### src/rtl/counter_pkg.sv
// Shared definitions for the saturating up/down counter pair: state encoding,
// default window constants and the load clamp helper.
package counter_pkg;

  typedef enum logic [1:0] {
    IDLE = 2'd0,
    RUN  = 2'd1,
    DONE = 2'd2
  } state_t;

  localparam int unsigned CNT_WIDTH = 4;
  localparam logic [CNT_WIDTH-1:0] CNT_HI = 4'b1100;
  localparam logic [CNT_WIDTH-1:0] CNT_LO = 4'b0011;

  // Clamp a requested start value into [lo, hi]; widths are fixed at 32 bits
  // so the same helper serves any counter width up to that.
  function automatic logic [31:0] clamp(input logic [31:0] val,
                                        input logic [31:0] lo,
                                        input logic [31:0] hi);
    logic [31:0] r;
    r = val;
    if (r > hi) r = hi;
    if (r < lo) r = lo;
    return r;
  endfunction

endpackage

### src/rtl/down_counter.sv
// Loadable saturating down-counter with start/busy/done handshake.
// Define DOWN_COUNTER_WRAP_EN to make RUN free-run LO->HI with a done pulse per wrap.
module down_counter
  import counter_pkg::*;
#(
  parameter int unsigned WIDTH = CNT_WIDTH,
  parameter logic [WIDTH-1:0] HI = WIDTH'(CNT_HI),
  parameter logic [WIDTH-1:0] LO = WIDTH'(CNT_LO)
) (
  input  logic             clk,
  input  logic             rst,
  input  logic             start,
  input  logic [WIDTH-1:0] start_val,
  input  logic             en,
  input  logic             abort,
  output logic [WIDTH-1:0] count,
  output logic             busy,
  output logic             done
);

  state_t state;
  logic [31:0] load_val;

  assign load_val = clamp(32'(start_val), 32'(LO), 32'(HI));

  always_ff @(posedge clk) begin
    if (rst) begin
      state <= IDLE;
      count <= HI;
      busy  <= 1'b0;
      done  <= 1'b0;
    end else begin
      done <= 1'b0;
      case (state)
        IDLE: begin
          if (start) begin
            count <= load_val[WIDTH-1:0];
            state <= RUN;
            busy  <= 1'b1;
          end
        end
        RUN: begin
          if (abort) begin
            state <= IDLE;
            busy  <= 1'b0;
          end else if (en) begin
            if (count > LO) begin
              count <= count - 1'b1;
            end else begin
`ifdef DOWN_COUNTER_WRAP_EN
              // done doubles as the registered wrap flag; state stays in RUN
              count <= HI;
              done  <= 1'b1;
`else
              state <= DONE;
              done  <= 1'b1;
`endif
            end
          end
        end
        DONE: begin
          state <= IDLE;
          busy  <= 1'b0;
        end
        default: begin
          state <= IDLE;
          busy  <= 1'b0;
        end
      endcase
    end
  end

endmodule

### config.mk
export PLATFORM = sky130hd
export DESIGN_NAME = down_counter
export DESIGN_NICKNAME = d
export VERILOG_FILES = /design/src/rtl/counter_pkg.sv /design/src/rtl/down_counter.sv
export SDC_FILE = /design/constraint.sdc
export NUM_CORES = 1
export LEC_CHECK = 0
export CAP_MARGIN = 25
export CORE_AREA = 2 2 39 41
export DETAILED_ROUTE_END_ITERATION = 8
export DIE_AREA = 0 0 41 43
export GPL_TIMING_DRIVEN = 0
export PLACE_DENSITY = 0.69
export RECOVER_POWER = 25
export SLEW_MARGIN = 5
export SYNTH_ARGS = -nofsm -noshare
export SYNTH_HDL_FRONTEND = slang
export SYNTH_SLANG_ARGS = --single-unit
### constraint.sdc
create_clock -name clk -period 1.2 [get_ports clk]
set_input_delay 0.24 -clock clk [delete_from_list [all_inputs] [get_ports clk]]
set_output_delay 0.24 -clock clk [all_outputs]
set_load 0.05 [all_outputs]
==> results.md <==
Outcome:
- The flow ran to the end, but the final reports show violations.
- The checks that failed: setup timing.

Final layout:
- The filler cells instantiated in the layout total 140.
- The sequential cell area in the final layout is 180 um2.
- At the end of the flow, the number of nets in the layout was 90.
- Cells with a size suffix above 1 make up 41.8% of the layout.
- The antenna diode count is 0.
- The area growth from synthesis to layout is 51.3%.
- In the final layout, the multi-input gates occupy roughly 300 um2.
- The final cell count without fillers is 95.

STA:
- The number of hold violations in the final report was 0.
- The time the worst path needs with I/O delays and setup is between 1000 and 1500 ps.
- The maximum operating frequency is around 760 MHz.
- For the pin with the worst max-slew slack, the measured transition is 428 ps.
- Headroom to the max-slew limit came out at between 70% and 80%.
- The smallest setup slack after layout is -115 ps.
- The max-slew violation count was 0.
- Setup violations remaining at the end of the flow were counted as 4.
- The worst clock skew is 6.87 ps.
- Adding up every negative setup slack in the final design gives -246 ps.
- The final period utilization is 110%.
- Setup repair after global routing could not meet its margin everywhere.

Clocking:
- Hold repair after CTS inserted 0 buffers.
- The number of clock sinks is 8.
- The clock-pin slew on the worst setup and hold paths is 60 ps.
- The clock passes through at most 2 buffers.
- In this run the number of H-tree levels came out at 1.
- TritonCTS built the clock tree.
- The clock network latency to the later pin of the worst-skew pair is 260 ps.
- The tree is rooted in a sky130_fd_sc_hd__clkbuf_4.
- The clock buffer count from CTS is 3.

Setup path:
- At the worst endpoint, the arrival time is 1450 ps.
- On the worst path, the slowest cell contributes a delay of 320 ps.
- Traced cell by cell, the critical path runs through buf_6 > nand2b_4 > o32ai_4 > buf_6 > mux2i_2 > a21oi_1.
- The type of element launching the critical path is a flop.
- Of all nets on the critical path, the largest fanout is 5.
- The worst setup path is captured at a flop.
- The setup path with the least slack is of type flop to flop.
- The worst register-to-register path has a depth of 6.
- In this run the critical register-to-register path is launched from state[0]$_SDFFE_PP0P_.
- The worst register-to-register path ends at count[0]$_SDFFE_PP0P_.
- The largest individual stage delay along the critical path comes from the cell sky130_fd_sc_hd__dfxtp_2.
- The required time at the endpoint of the critical path is 1340 ps.
- The most frequent cell on the critical path is sky130_fd_sc_hd__buf_6.
- For flop-to-flop paths, the worst setup slack is -120 ps.

Floorplan:
- In this run the vertical extent of the chip is 43 um.
- 15 I/O pins were placed.
- The core region is 1380 um2.
- In this run the horizontal extent of the chip is 41 um.
- In this run the core area contains 14 standard-cell rows.
- The area of the die is 1760 um2.
- The starting density of the core is between 30% and 40%.

GRT:
- Entering global routing, the biggest net connects 10 pins.
- The number of global-route vias before repair is between 400 and 500.
- The initial antenna violation count came to 0.
- The first-pass GRT wire length is 1920 um.
- The residual overflow from global routing is 0.
- Global routing used 16.5% of the available tracks across all layers.

Worst hold path:
- Counting instances, the worst hold path has a depth of 2.
- The worst hold path terminates at state[1]$_SDFFE_PP0P_.
- The worst hold path belongs to the class input port to flop.
- In this run the most critical hold path is launched from abort.

Flow run:
- Across the run, the number of max-cap violations was 0.

Drt:
- The count of vias placed by the detailed router is between 400 and 500.
- Summed over all layers, the routed wires come to 1140 um.
- The number of search-and-repair iterations in the first detailed-routing pass is 4.
- The detailed-route wire length per cell is 12.0 um.
- The average vias per placed instance is 4.95.
- For this run, design rule violations remaining after detail routing come to 0.
- The count of nets left with antenna violations once routing finished came out at 0.
- The detailed router finished its first iteration with 5 violations.

Synth:
- The predominant post-synthesis flop cell is sky130_fd_sc_hd__dfxtp_1.
- The synthesized area divided by synthesized cell count is 8.60 um2.
- The gate count of the mapped netlist is 55.
- Yosys attributes the largest share of cell area to sky130_fd_sc_hd__dfxtp_1 34%, sky130_fd_sc_hd__nand2b_4 5.8%, sky130_fd_sc_hd__o32ai_4 5.8%.
- Counting flops with a built-in enable in the synthesized netlist gives 0.
- The top cell type's share of synthesized area is 33.9%.
- The number of nets produced by synthesis is 65.
- The fraction of registers with async set/reset is 0%.
- The yosys synthesis warning count is 0.
- The cell area after technology mapping is 473 um2.
- In the post-synthesis netlist, the cell with the most instances is sky130_fd_sc_hd__dfxtp_1.
- The flop and latch count out of synthesis is 8.
- Sorting the synthesized cells by how often they occur yields 8 x sky130_fd_sc_hd__dfxtp_1, 7 x sky130_fd_sc_hd__nor2_1, 5 x sky130_fd_sc_hd__inv_1.
- The portion of the post-synthesis area used by sequential elements is 33.9%.
- Summed over all instances, the cell type with the most area after synthesis is sky130_fd_sc_hd__dfxtp_1.
- Counting distinct cell types in the post-synthesis netlist gives 24.

Power and ir drop:
- Internal power comes to just over 0.5 mW.
- The reported leakage power is 0.297 nW.
- Per report_power, the clock group accounts for roughly 30% of the total.
- The worst-case IR drop observed on VDD is 0.500 mV.
- The combinational share of power is 30.9%.
- Of the total power, registers draw 39.0%.
- Summed over all nets, the switching power comes to between 0.2 and 0.3 mW.
- The power density over cell area is 1080 nW/um2.
- In this run switching power makes up roughly 33% of total power.

Placed design:
- The routability congestion estimate is roughly 0.68.
- The post-placement cell count is 84.
- Summed over all nets, the half-perimeter wirelength after detailed placement is approximately 790 um.
- In this run the tool buffered the top-level ports with 13 buffer cells.
sequential cells by signal (all words and copies together) (netlist names):
signal / flops
state: 2
done: 1
count: 4
busy: 1
stage by stage:
stage / instance area, um2 / power, mW / hold WS (ps) / util (%) / setup WS [ps]
6_report: 716 / 0.772 / 357 / 51.7 / -115
5_1_grt: 716 / 0.821 / 374 / 51.7 / -185
4_1_cts: 702 / 0.771 / 346 / 50.7 / -95.1
3_5_place_dp: 651 / 0.532 / 495 / 47.0 / -578
3_3_place_gp: 651 / 0.528 / 491 / 47.0 / -537
2_1_floorplan: 500 / 0.458 / 311 / - / -61.7
per-layer routing:
metal,vias up,GRT usage (%),wire [um]
met5,-,0,0
met4,0,10.0,22
met3,2,4.71,42
met2,9,22.8,561
met1,219,21.6,518
li1,240,-,-
repair_timing:
action,4_1_cts,5_1_grt
endpoints found under the setup margin,10,5
resized for setup,36,4
pin swaps,3,2
setup buffers,5,2
cells in the final DEF (no fill, tap or decap), drive strengths merged:
cell | synthesis | layout
buf | 2 | 15
a211oi | 2 | 2
dfxtp | 8 | 8
maj3 | 2 | 2
clkdlybuf4s50 | 0 | 3
o21ai | 1 | 1
ha | 1 | 1
nor2b | 1 | 1
nor2 | 7 | 7
clkbuf | 0 | 4
a31oi | 1 | 1
inv | 5 | 5
nand2b | 5 | 5
o32ai | 1 | 1
nand2 | 2 | 2
o211ai | 1 | 1
or2b | 2 | 2
mux2i | 1 | 1
nor4 | 2 | 2
a21o | 2 | 2
nor3 | 2 | 2
a21oi | 4 | 4
nand3 | 2 | 2
and3 | 1 | 1
dlygate4sd2 | 0 | 4
cells by family after synthesis:
group,share of synthesized area (%)
AOI/OAI and AO/OA,20.4
adders and majority gates,6.88
buffers and inverters,7.14
DFF,33.9
muxes,2.12
and+or+nand+nor,29.6
power by group through the flow:
stage,Combinational [mW],Clock (mW),Sequential [mW]
final,0.239,0.233,0.301
after global routing,0.259,0.258,0.304
after CTS,0.227,0.243,0.301
after detailed placement,0.222,0,0.309
after global placement,0.219,0,0.309
after floorplan,0.0980,0,0.360
area by class of cell:
type,instances,area share (%)
Multi-Input combinational cell,40,42.0
Sequential cell,8,25.2
Timing Repair Buffer,20,21.7
Clock buffer,4,3.67
Tap cell,16,2.80
Inverter,5,2.62
Buffer,2,2.10
critical path, delay by kind of cell, from the launching register on:
kind	cells	cell delay, ps
compound gates	2	360
buf+inv	2	260
flops	1	320
mux	1	190
simple gates	1	60
worst max path at each step:
stage / to / from / cells after the start
floorplan: count[0]$_SDFFE_PP0P_ / state[0]$_SDFFE_PP0P_ / 5
global placement: count[0]$_SDFFE_PP0P_ / abort / 5
detailed placement: count[0]$_SDFFE_PP0P_ / abort / 5
CTS: count[0]$_SDFFE_PP0P_ / state[1]$_SDFFE_PP0P_ / 5
global route: count[0]$_SDFFE_PP0P_ / state[0]$_SDFFE_PP0P_ / 6
finish: count[0]$_SDFFE_PP0P_ / state[0]$_SDFFE_PP0P_ / 6
No activity file was read; power rests on OpenSTA's default activity.
